File: config.mk
export PLATFORM = sky130hd
export DESIGN_NAME = ifetch_unit_flat
export DESIGN_NICKNAME = d
export VERILOG_FILES = /design/src/rtl/ifetch_pkg.sv /design/src/rtl/ifetch_if.sv /design/src/rtl/ifetch_timeout_ctr.sv /design/src/rtl/ifetch_unit.sv /design/src/flat_wrapper.sv
export SDC_FILE = /design/constraint.sdc
export NUM_CORES = 1
export LEC_CHECK = 0
export CAP_MARGIN = 25
export CORE_AREA = 5 5 119 121
export DETAILED_ROUTE_END_ITERATION = 16
export DIE_AREA = 0 0 124 126
export PLACE_DENSITY = 0.89
export SLEW_MARGIN = 20
export SYNTH_ARGS = -nofsm -noshare
export SYNTH_HDL_FRONTEND = slang
export SYNTH_SLANG_ARGS = --single-unit
File: constraint.sdc
create_clock -name i_clk -period 2 [get_ports i_clk]
set_input_delay 0.2 -clock i_clk [delete_from_list [all_inputs] [get_ports i_clk]]
set_output_delay 0.2 -clock i_clk [all_outputs]
set_load 0.03 [all_outputs]
File: src/rtl/ifetch_pkg.sv
// Shared types and default constants for the instruction-fetch front end.
package ifetch_pkg;

   localparam int unsigned IFETCH_ADDR_W   = 32;
   localparam int unsigned IFETCH_DATA_W   = 32;
   localparam logic [31:0] IFETCH_RESET_PC = 32'h0000_0000;
   localparam int unsigned IFETCH_TIMEOUT  = 255;

   typedef enum logic [1:0] {
      ST_IDLE = 2'd0,
      ST_REQ  = 2'd1,
      ST_DONE = 2'd2
   } ifetch_state_e;

endpackage

File: src/rtl/ifetch_if.sv
// Instruction-memory read port between the fetch unit (master) and memory (slave).
interface ifetch_if #(
   parameter int unsigned ADDR_W = ifetch_pkg::IFETCH_ADDR_W,
   parameter int unsigned DATA_W = ifetch_pkg::IFETCH_DATA_W
) ();

   logic              o_imem_req;
   logic [ADDR_W-1:0] o_imem_addr;
   logic              i_imem_ack;
   logic [DATA_W-1:0] i_imem_rdata;

   modport master (
      output o_imem_req,
      output o_imem_addr,
      input  i_imem_ack,
      input  i_imem_rdata
   );

   modport slave (
      input  o_imem_req,
      input  o_imem_addr,
      output i_imem_ack,
      output i_imem_rdata
   );

endinterface

File: src/rtl/ifetch_timeout_ctr.sv
// Wait-state counter for an outstanding fetch; flags expiry on the last allowed
// REQ cycle that still has no acknowledge.
module ifetch_timeout_ctr #(
   parameter int unsigned TIMEOUT_CYC = 255
) (
   input  logic i_clk,
   input  logic i_rst_n,
   input  logic i_run,
   input  logic i_ack,
   output logic o_expired
);

   localparam int unsigned CW = $clog2(TIMEOUT_CYC + 1);

   logic [CW-1:0] cnt_q;
   logic [CW-1:0] cnt_d;

   // Count consecutive unacknowledged REQ cycles; any other cycle clears.
   always_comb begin
      cnt_d = {CW{1'b0}};
      if (i_run && !i_ack) begin
         cnt_d = cnt_q + CW'(1);
      end else begin
         cnt_d = {CW{1'b0}};
      end
   end

   // Counter register.
   always_ff @(posedge i_clk or negedge i_rst_n) begin
      if (!i_rst_n) begin
         cnt_q <= {CW{1'b0}};
      end else begin
         cnt_q <= cnt_d;
      end
   end

   assign o_expired = i_run && !i_ack && (cnt_q == CW'(TIMEOUT_CYC - 1));

endmodule

File: src/rtl/ifetch_unit.sv
// Instruction-fetch front end: PC ownership, held memory request, instruction register.
// Optional wait-state timeout enabled by defining IFETCH_TIMEOUT_EN.
module ifetch_unit
   import ifetch_pkg::*;
#(
   parameter int unsigned       ADDR_W      = IFETCH_ADDR_W,
   parameter int unsigned       DATA_W      = IFETCH_DATA_W,
   parameter logic [ADDR_W-1:0] RESET_PC    = IFETCH_RESET_PC[ADDR_W-1:0],
   parameter int unsigned       TIMEOUT_CYC = IFETCH_TIMEOUT
) (
   input  logic              i_clk,
   input  logic              i_rst_n,
   input  logic              i_fetch_req,
   input  logic              i_redirect,
   input  logic [ADDR_W-1:0] i_redirect_pc,
   output logic              o_fetch_busy,
   output logic              o_instr_valid,
   output logic [DATA_W-1:0] o_instr,
   output logic [ADDR_W-1:0] o_pc,
   output logic [ADDR_W-1:0] o_pc_next,
   output logic              o_fetch_err,
   ifetch_if.master          imem
);

   ifetch_state_e     state_q, state_d;
   logic [ADDR_W-1:0] pc_q, pc_d;
   logic [ADDR_W-1:0] addr_q, addr_d;
   logic [DATA_W-1:0] instr_q, instr_d;
   logic [ADDR_W-1:0] opc_q, opc_d;
   logic              valid_q, valid_d;
   logic              squash_q, squash_d;
   logic              err_q, err_d;
   logic              timeout_s;

`ifdef IFETCH_TIMEOUT_EN
   ifetch_timeout_ctr #(
      .TIMEOUT_CYC (TIMEOUT_CYC)
   ) u_timeout (
      .i_clk     (i_clk),
      .i_rst_n   (i_rst_n),
      .i_run     (state_q == ST_REQ),
      .i_ack     (imem.i_imem_ack),
      .o_expired (timeout_s)
   );
`else
   logic unused_cfg_s;
   assign unused_cfg_s = |TIMEOUT_CYC;
   assign timeout_s    = 1'b0;
`endif

   // Next-state and datapath decode; a redirect always wins the PC.
   always_comb begin
      state_d  = state_q;
      pc_d     = i_redirect ? i_redirect_pc : pc_q;
      addr_d   = addr_q;
      instr_d  = instr_q;
      opc_d    = opc_q;
      squash_d = squash_q;
      err_d    = err_q;
      case (state_q)
         ST_IDLE: begin
            if (i_fetch_req && !i_redirect) begin
               addr_d   = pc_q;
               squash_d = 1'b0;
               err_d    = 1'b0;
               state_d  = ST_REQ;
            end else begin
               state_d  = ST_IDLE;
            end
         end
         ST_REQ: begin
            if (imem.i_imem_ack) begin
               if (!squash_q && !i_redirect) begin
                  instr_d = imem.i_imem_rdata;
                  opc_d   = addr_q;
                  pc_d    = addr_q + ADDR_W'(1);
                  state_d = ST_DONE;
               end else begin
                  state_d = ST_IDLE;
               end
            end else if (timeout_s) begin
               err_d   = 1'b1;
               state_d = ST_IDLE;
            end else begin
               squash_d = squash_q | i_redirect;
               state_d  = ST_REQ;
            end
         end
         ST_DONE: begin
            state_d = ST_IDLE;
         end
         default: begin
            state_d = ST_IDLE;
         end
      endcase
      valid_d = (state_d == ST_DONE);
   end

   // State and output registers.
   always_ff @(posedge i_clk or negedge i_rst_n) begin
      if (!i_rst_n) begin
         state_q  <= ST_IDLE;
         pc_q     <= RESET_PC;
         addr_q   <= {ADDR_W{1'b0}};
         instr_q  <= {DATA_W{1'b0}};
         opc_q    <= {ADDR_W{1'b0}};
         valid_q  <= 1'b0;
         squash_q <= 1'b0;
         err_q    <= 1'b0;
      end else begin
         state_q  <= state_d;
         pc_q     <= pc_d;
         addr_q   <= addr_d;
         instr_q  <= instr_d;
         opc_q    <= opc_d;
         valid_q  <= valid_d;
         squash_q <= squash_d;
         err_q    <= err_d;
      end
   end

   // Request and busy decode straight from state so reset drops them at once.
   assign imem.o_imem_req  = (state_q == ST_REQ);
   assign imem.o_imem_addr = addr_q;
   assign o_fetch_busy     = (state_q != ST_IDLE);
   assign o_instr_valid    = valid_q;
   assign o_instr          = instr_q;
   assign o_pc             = opc_q;
   assign o_pc_next        = pc_q;
   assign o_fetch_err      = err_q;

endmodule
File: src/flat_wrapper.sv
// flat-port wrapper written by rule: the top's interface ports become plain ports
module ifetch_unit_flat import ifetch_pkg::*;
#(
   parameter int unsigned       ADDR_W      = IFETCH_ADDR_W,
   parameter int unsigned       DATA_W      = IFETCH_DATA_W,
   parameter logic [ADDR_W-1:0] RESET_PC    = IFETCH_RESET_PC[ADDR_W-1:0],
   parameter int unsigned       TIMEOUT_CYC = IFETCH_TIMEOUT
)
  (i_clk, i_rst_n, i_fetch_req, i_redirect, i_redirect_pc, o_fetch_busy, o_instr_valid, o_instr, o_pc, o_pc_next, o_fetch_err, imem_o_imem_req, imem_o_imem_addr, imem_i_imem_ack, imem_i_imem_rdata);
  ifetch_if #(.ADDR_W(ADDR_W), .DATA_W(DATA_W)) imem_i ();
  input  logic i_clk;
  input  logic i_rst_n;
  input  logic i_fetch_req;
  input  logic i_redirect;
  input  logic [ADDR_W-1:0] i_redirect_pc;
  output logic o_fetch_busy;
  output logic o_instr_valid;
  output logic [DATA_W-1:0] o_instr;
  output logic [ADDR_W-1:0] o_pc;
  output logic [ADDR_W-1:0] o_pc_next;
  output logic o_fetch_err;
  output wire logic [$bits(imem_i.o_imem_req)-1:0] imem_o_imem_req;
  output wire logic [$bits(imem_i.o_imem_addr)-1:0] imem_o_imem_addr;
  input wire logic [$bits(imem_i.i_imem_ack)-1:0] imem_i_imem_ack;
  input wire logic [$bits(imem_i.i_imem_rdata)-1:0] imem_i_imem_rdata;
  assign imem_o_imem_req = imem_i.o_imem_req;
  assign imem_o_imem_addr = imem_i.o_imem_addr;
  assign imem_i.i_imem_ack = imem_i_imem_ack;
  assign imem_i.i_imem_rdata = imem_i_imem_rdata;
  ifetch_unit #(.ADDR_W(ADDR_W), .DATA_W(DATA_W), .RESET_PC(RESET_PC), .TIMEOUT_CYC(TIMEOUT_CYC)) u_core (.i_clk(i_clk), .i_rst_n(i_rst_n), .i_fetch_req(i_fetch_req), .i_redirect(i_redirect), .i_redirect_pc(i_redirect_pc), .o_fetch_busy(o_fetch_busy), .o_instr_valid(o_instr_valid), .o_instr(o_instr), .o_pc(o_pc), .o_pc_next(o_pc_next), .o_fetch_err(o_fetch_err), .imem(imem_i));
endmodule
==> impl_results.md <==
- Worst skew pair latency: between 0.4 and 0.5 ns
- First-pass iteration count of the detailed router: 4
- DR vias/cell: just over 5
- Critical path startpoint: u_core.state_q[1]
- CTS Sinks: roughly 130
- # diodes: 0
- Layout fillers: ~1000
- Layout Skew: approximately 0.0034 ns
- RSZ-0062 raised after global routing: false
- Number of buffers created by CTS: 17
- Max Fanout on Critical Path: 3
- Grt total ovfl: 0
- Die W: about 120 µm
- Reg clk slew, reported paths: 0.05 ns
- Starting Density: 44.9%
- Pwr Total: between 10 and 15 mW
- Hold Fails Final Rpt: 0
- Initial antenna violation count: 0
- RR Startpoint: u_core.imem.o_imem_addr[1]
- Avg WL per Cell: roughly 17 µm
- Largest net degree at the start of global routing: between 50 and 60
- Number of synthesized flops with an enable pin: 0
- Highest Clock Rate: ~530 MHz
- Post_cts resized: 0
- Reg2reg path depth: 6
- Die span in y: between 100 and 150 µm
- Setup TNS: 0 ns
- Yosys cell types: 41
- Crit-path slowest cell: clkdlybuf4s50_1
- Synth Area per Inst: 9.96 µm²
- Final slew viol count: 0
- Period utilization: 95.1%
- Via count: about 5000
- H-Tree Depth: 4
- Status: complete, no violations
- Placement Rows: between 40 and 50
- Worst hold path type: in2async
- Mapped cell area: between 5000 and 6000 µm²
- WL final: around 17000 µm
- Crit. End Element: primary output
- Synth warnings: 0
- Gr usage total: roughly 22%
- GPL Wtd Cong: about 0.79
- Maxcap violations: 0
- Top_reg_cell synth: dfrtp_1
- Area growth from synthesis to layout: 50.4%
- CP required: ~1.8 ns
- FF+latch count, synth: ~130
- DRC Markers: 0
- Drt initial violations: between 200 and 250
- DP HPWL: roughly 12000 µm
- TritonCTS clock tree: done
- Bufs on Longest Clock Path: 2
- Nature of the critical path startpoint: register
- Core Area: between 10000 and 15000 µm²
- Post-synth ARST share: 100%
- Setup violations, final: 0
- Slowest stage delay, CP: just under 0.7 ns
- Seq/Total Area, Yosys: 56.7%
- Die area: 15600 µm²
- Cells along the critical path: nand2b_1 > inv_1 > clkdlybuf4s50_1
- Register Area: between 3000 and 4000 µm²
- Nets: about 870
- Port bufs: about 200
- Multi-input gate area: 2360 µm²
- Clock Root Buffer: clkbuf_16
- Top Ports: roughly 200
- Cells after Synth: 585
- Vias in the first global route: between 5000 and 6000
- Leakage power total: roughly 4.0 nW
- First-pass GRT wire length: 27100 µm
- Worst vdd ir: ~1.0 mV
- Crit path time final: around 1.9 ns
- WS Path Type: reg2out
- R2r setup slk: roughly 0.15 ns
- Arr. time, crit path: 1.70 ns
- Syn_nets: around 660
- Final ANT Viol Nets: 0
- PwrDens: 1460 nW/µm²
- Setup crit end: imem_o_imem_req
- Ratio of cells with drive above 1 in the final layout: around 12%
- Worst R2R End: u_core.o_pc_next[22]
[cell families after synthesis]
family          Yosys count  share of synthesized area [%]
compound gates           60                           6.16
xor+xnor                 29                           4.36
fa+ha+maj                 1                          0.215
buf+inv                  39                           2.96
flops                   132                           56.7
mux                      40                           7.52
other cells               1                         0.0644
simple gates            283                           22.0
[cells in the final DEF, fill, tap and decap left out, types with 6 or more instances in the layout]
| cell type | netlist | layout |
|---|---|---|
| mux2i_1 | 10 | 10 |
| clkdlybuf4s50_1 | 0 | 197 |
| dfrtp_1 | 132 | 132 |
| mux2_1 | 7 | 7 |
| o21ai_0 | 13 | 13 |
| a211oi_1 | 22 | 22 |
| clkbuf_16 | 0 | 17 |
| xnor2_1 | 6 | 6 |
| buf_4 | 2 | 28 |
| nor2b_1 | 22 | 22 |
| nand3_1 | 8 | 8 |
| nor2_1 | 8 | 8 |
| and3_1 | 6 | 6 |
| mux2_2 | 23 | 23 |
| nand2_1 | 208 | 207 |
| nand4_1 | 12 | 12 |
| xor2_1 | 23 | 23 |
| a21oi_1 | 22 | 22 |
[sequential cells by signal, summed over array words and instances, names as in the netlist]
register / cells
u_core.imem.o_imem_addr: 32
u_core.o_instr: 32
u_core.o_pc: 32
u_core.o_pc_next: 32
u_core.state_q: 2
u_core.o_instr_valid: 1
u_core.squash_q: 1
[Yosys cell counts, types with 2 or more instances]
master    number  area, µm²
nand4_2        3       37.5
nand4_1       12       75.1
nor3_1         3       15.0
buf_1          2       7.51
a21oi_1       22        110
clkbuf_1      15       56.3
mux2_2        23        259
nand2_1      208        781
nand3_1        8       40.0
xnor2_1        6       52.6
dfrtp_1      132       3300
buf_2         15       75.1
and3_1         6       37.5
xor2_1        23        201
nor2b_1       22        138
mux2_1         7       78.8
mux2i_1       10        100
a211oi_1      22        165
inv_1          4       15.0
buf_4          2       15.0
nor2_1         8       30.0
o21ai_0       13       65.1
[worst max-delay path: cells and delay by family (launching register included)]
kind                   cells  cell delay (ns)
buffers and inverters      2             0.74
flip-flops                 1             0.37
AND/OR/NAND/NOR            1             0.17
[routing by layer]
metal  GRT usage, %  part of all wire (%)  vias to the layer above
li1               -                     -                     2372
met2           37.0                    50                      154
met4           9.60                   2.8                        0
met3           6.91                   6.6                       35
met5              0                     0                        -
met1           26.4                    40                     2418
[report_power, final]
part           switching, mW  internal [mW]  total, mW  leakage [nW]
combinational           3.29           2.41       5.70          2.07
clock                   1.07           1.84       2.91         0.278
sequential             0.648           3.57       4.22          1.63
[what timing repair did]
action / CTS / global route
hold buffers: 1 / 0
setup buffers: 0 / 0
hold endpoints to repair: 45 / 0
[how the worst min path moves through the flow]
| stage | start | endpoint | slack (ns) | depth (start not counted) |
|---|---|---|---|---|
| after CTS | imem_i_imem_rdata[16] | u_core.o_instr[16] | 0.30 | 3 |
| after floorplan | i_rst_n | u_core.imem.o_imem_addr[0] | -0.1 | 0 |
| after global routing | imem_i_imem_rdata[13] | u_core.o_instr[13] | 0.32 | 3 |
| final | i_rst_n | u_core.o_pc[16] | 0.31 | 2 |
| after detailed placement | i_rst_n | u_core.o_pc[16] | 0.17 | 1 |
| after global placement | i_rst_n | u_core.o_pc[16] | 0.17 | 1 |
[per-stage QoR]
stage	instance area (µm²)	setup WS [ns]	instances	utilization [%]	hold slack [ns]
5_1_grt	8760	0.0186	989	67.5	0.317
2_1_floorplan	5830	0.0835	585	-	-0.0956
3_5_place_dp	8200	0.153	959	63.2	0.171
4_1_cts	8760	0.0691	989	67.5	0.299
3_3_place_gp	8200	0.209	959	63.2	0.170
6_report	8760	0.0979	989	67.5	0.307
[layout make-up]
class                      count  share of cell area (%)
multi-input combinational    414                    26.9
sequential                   132                    37.7
inverter                       5                   0.243
clock inverter                 5                   0.571
clock buffer                  24                    5.73
timing repair buffer         233                    26.3
tap                          176                    2.51
(Power assumes the default switching activity.)
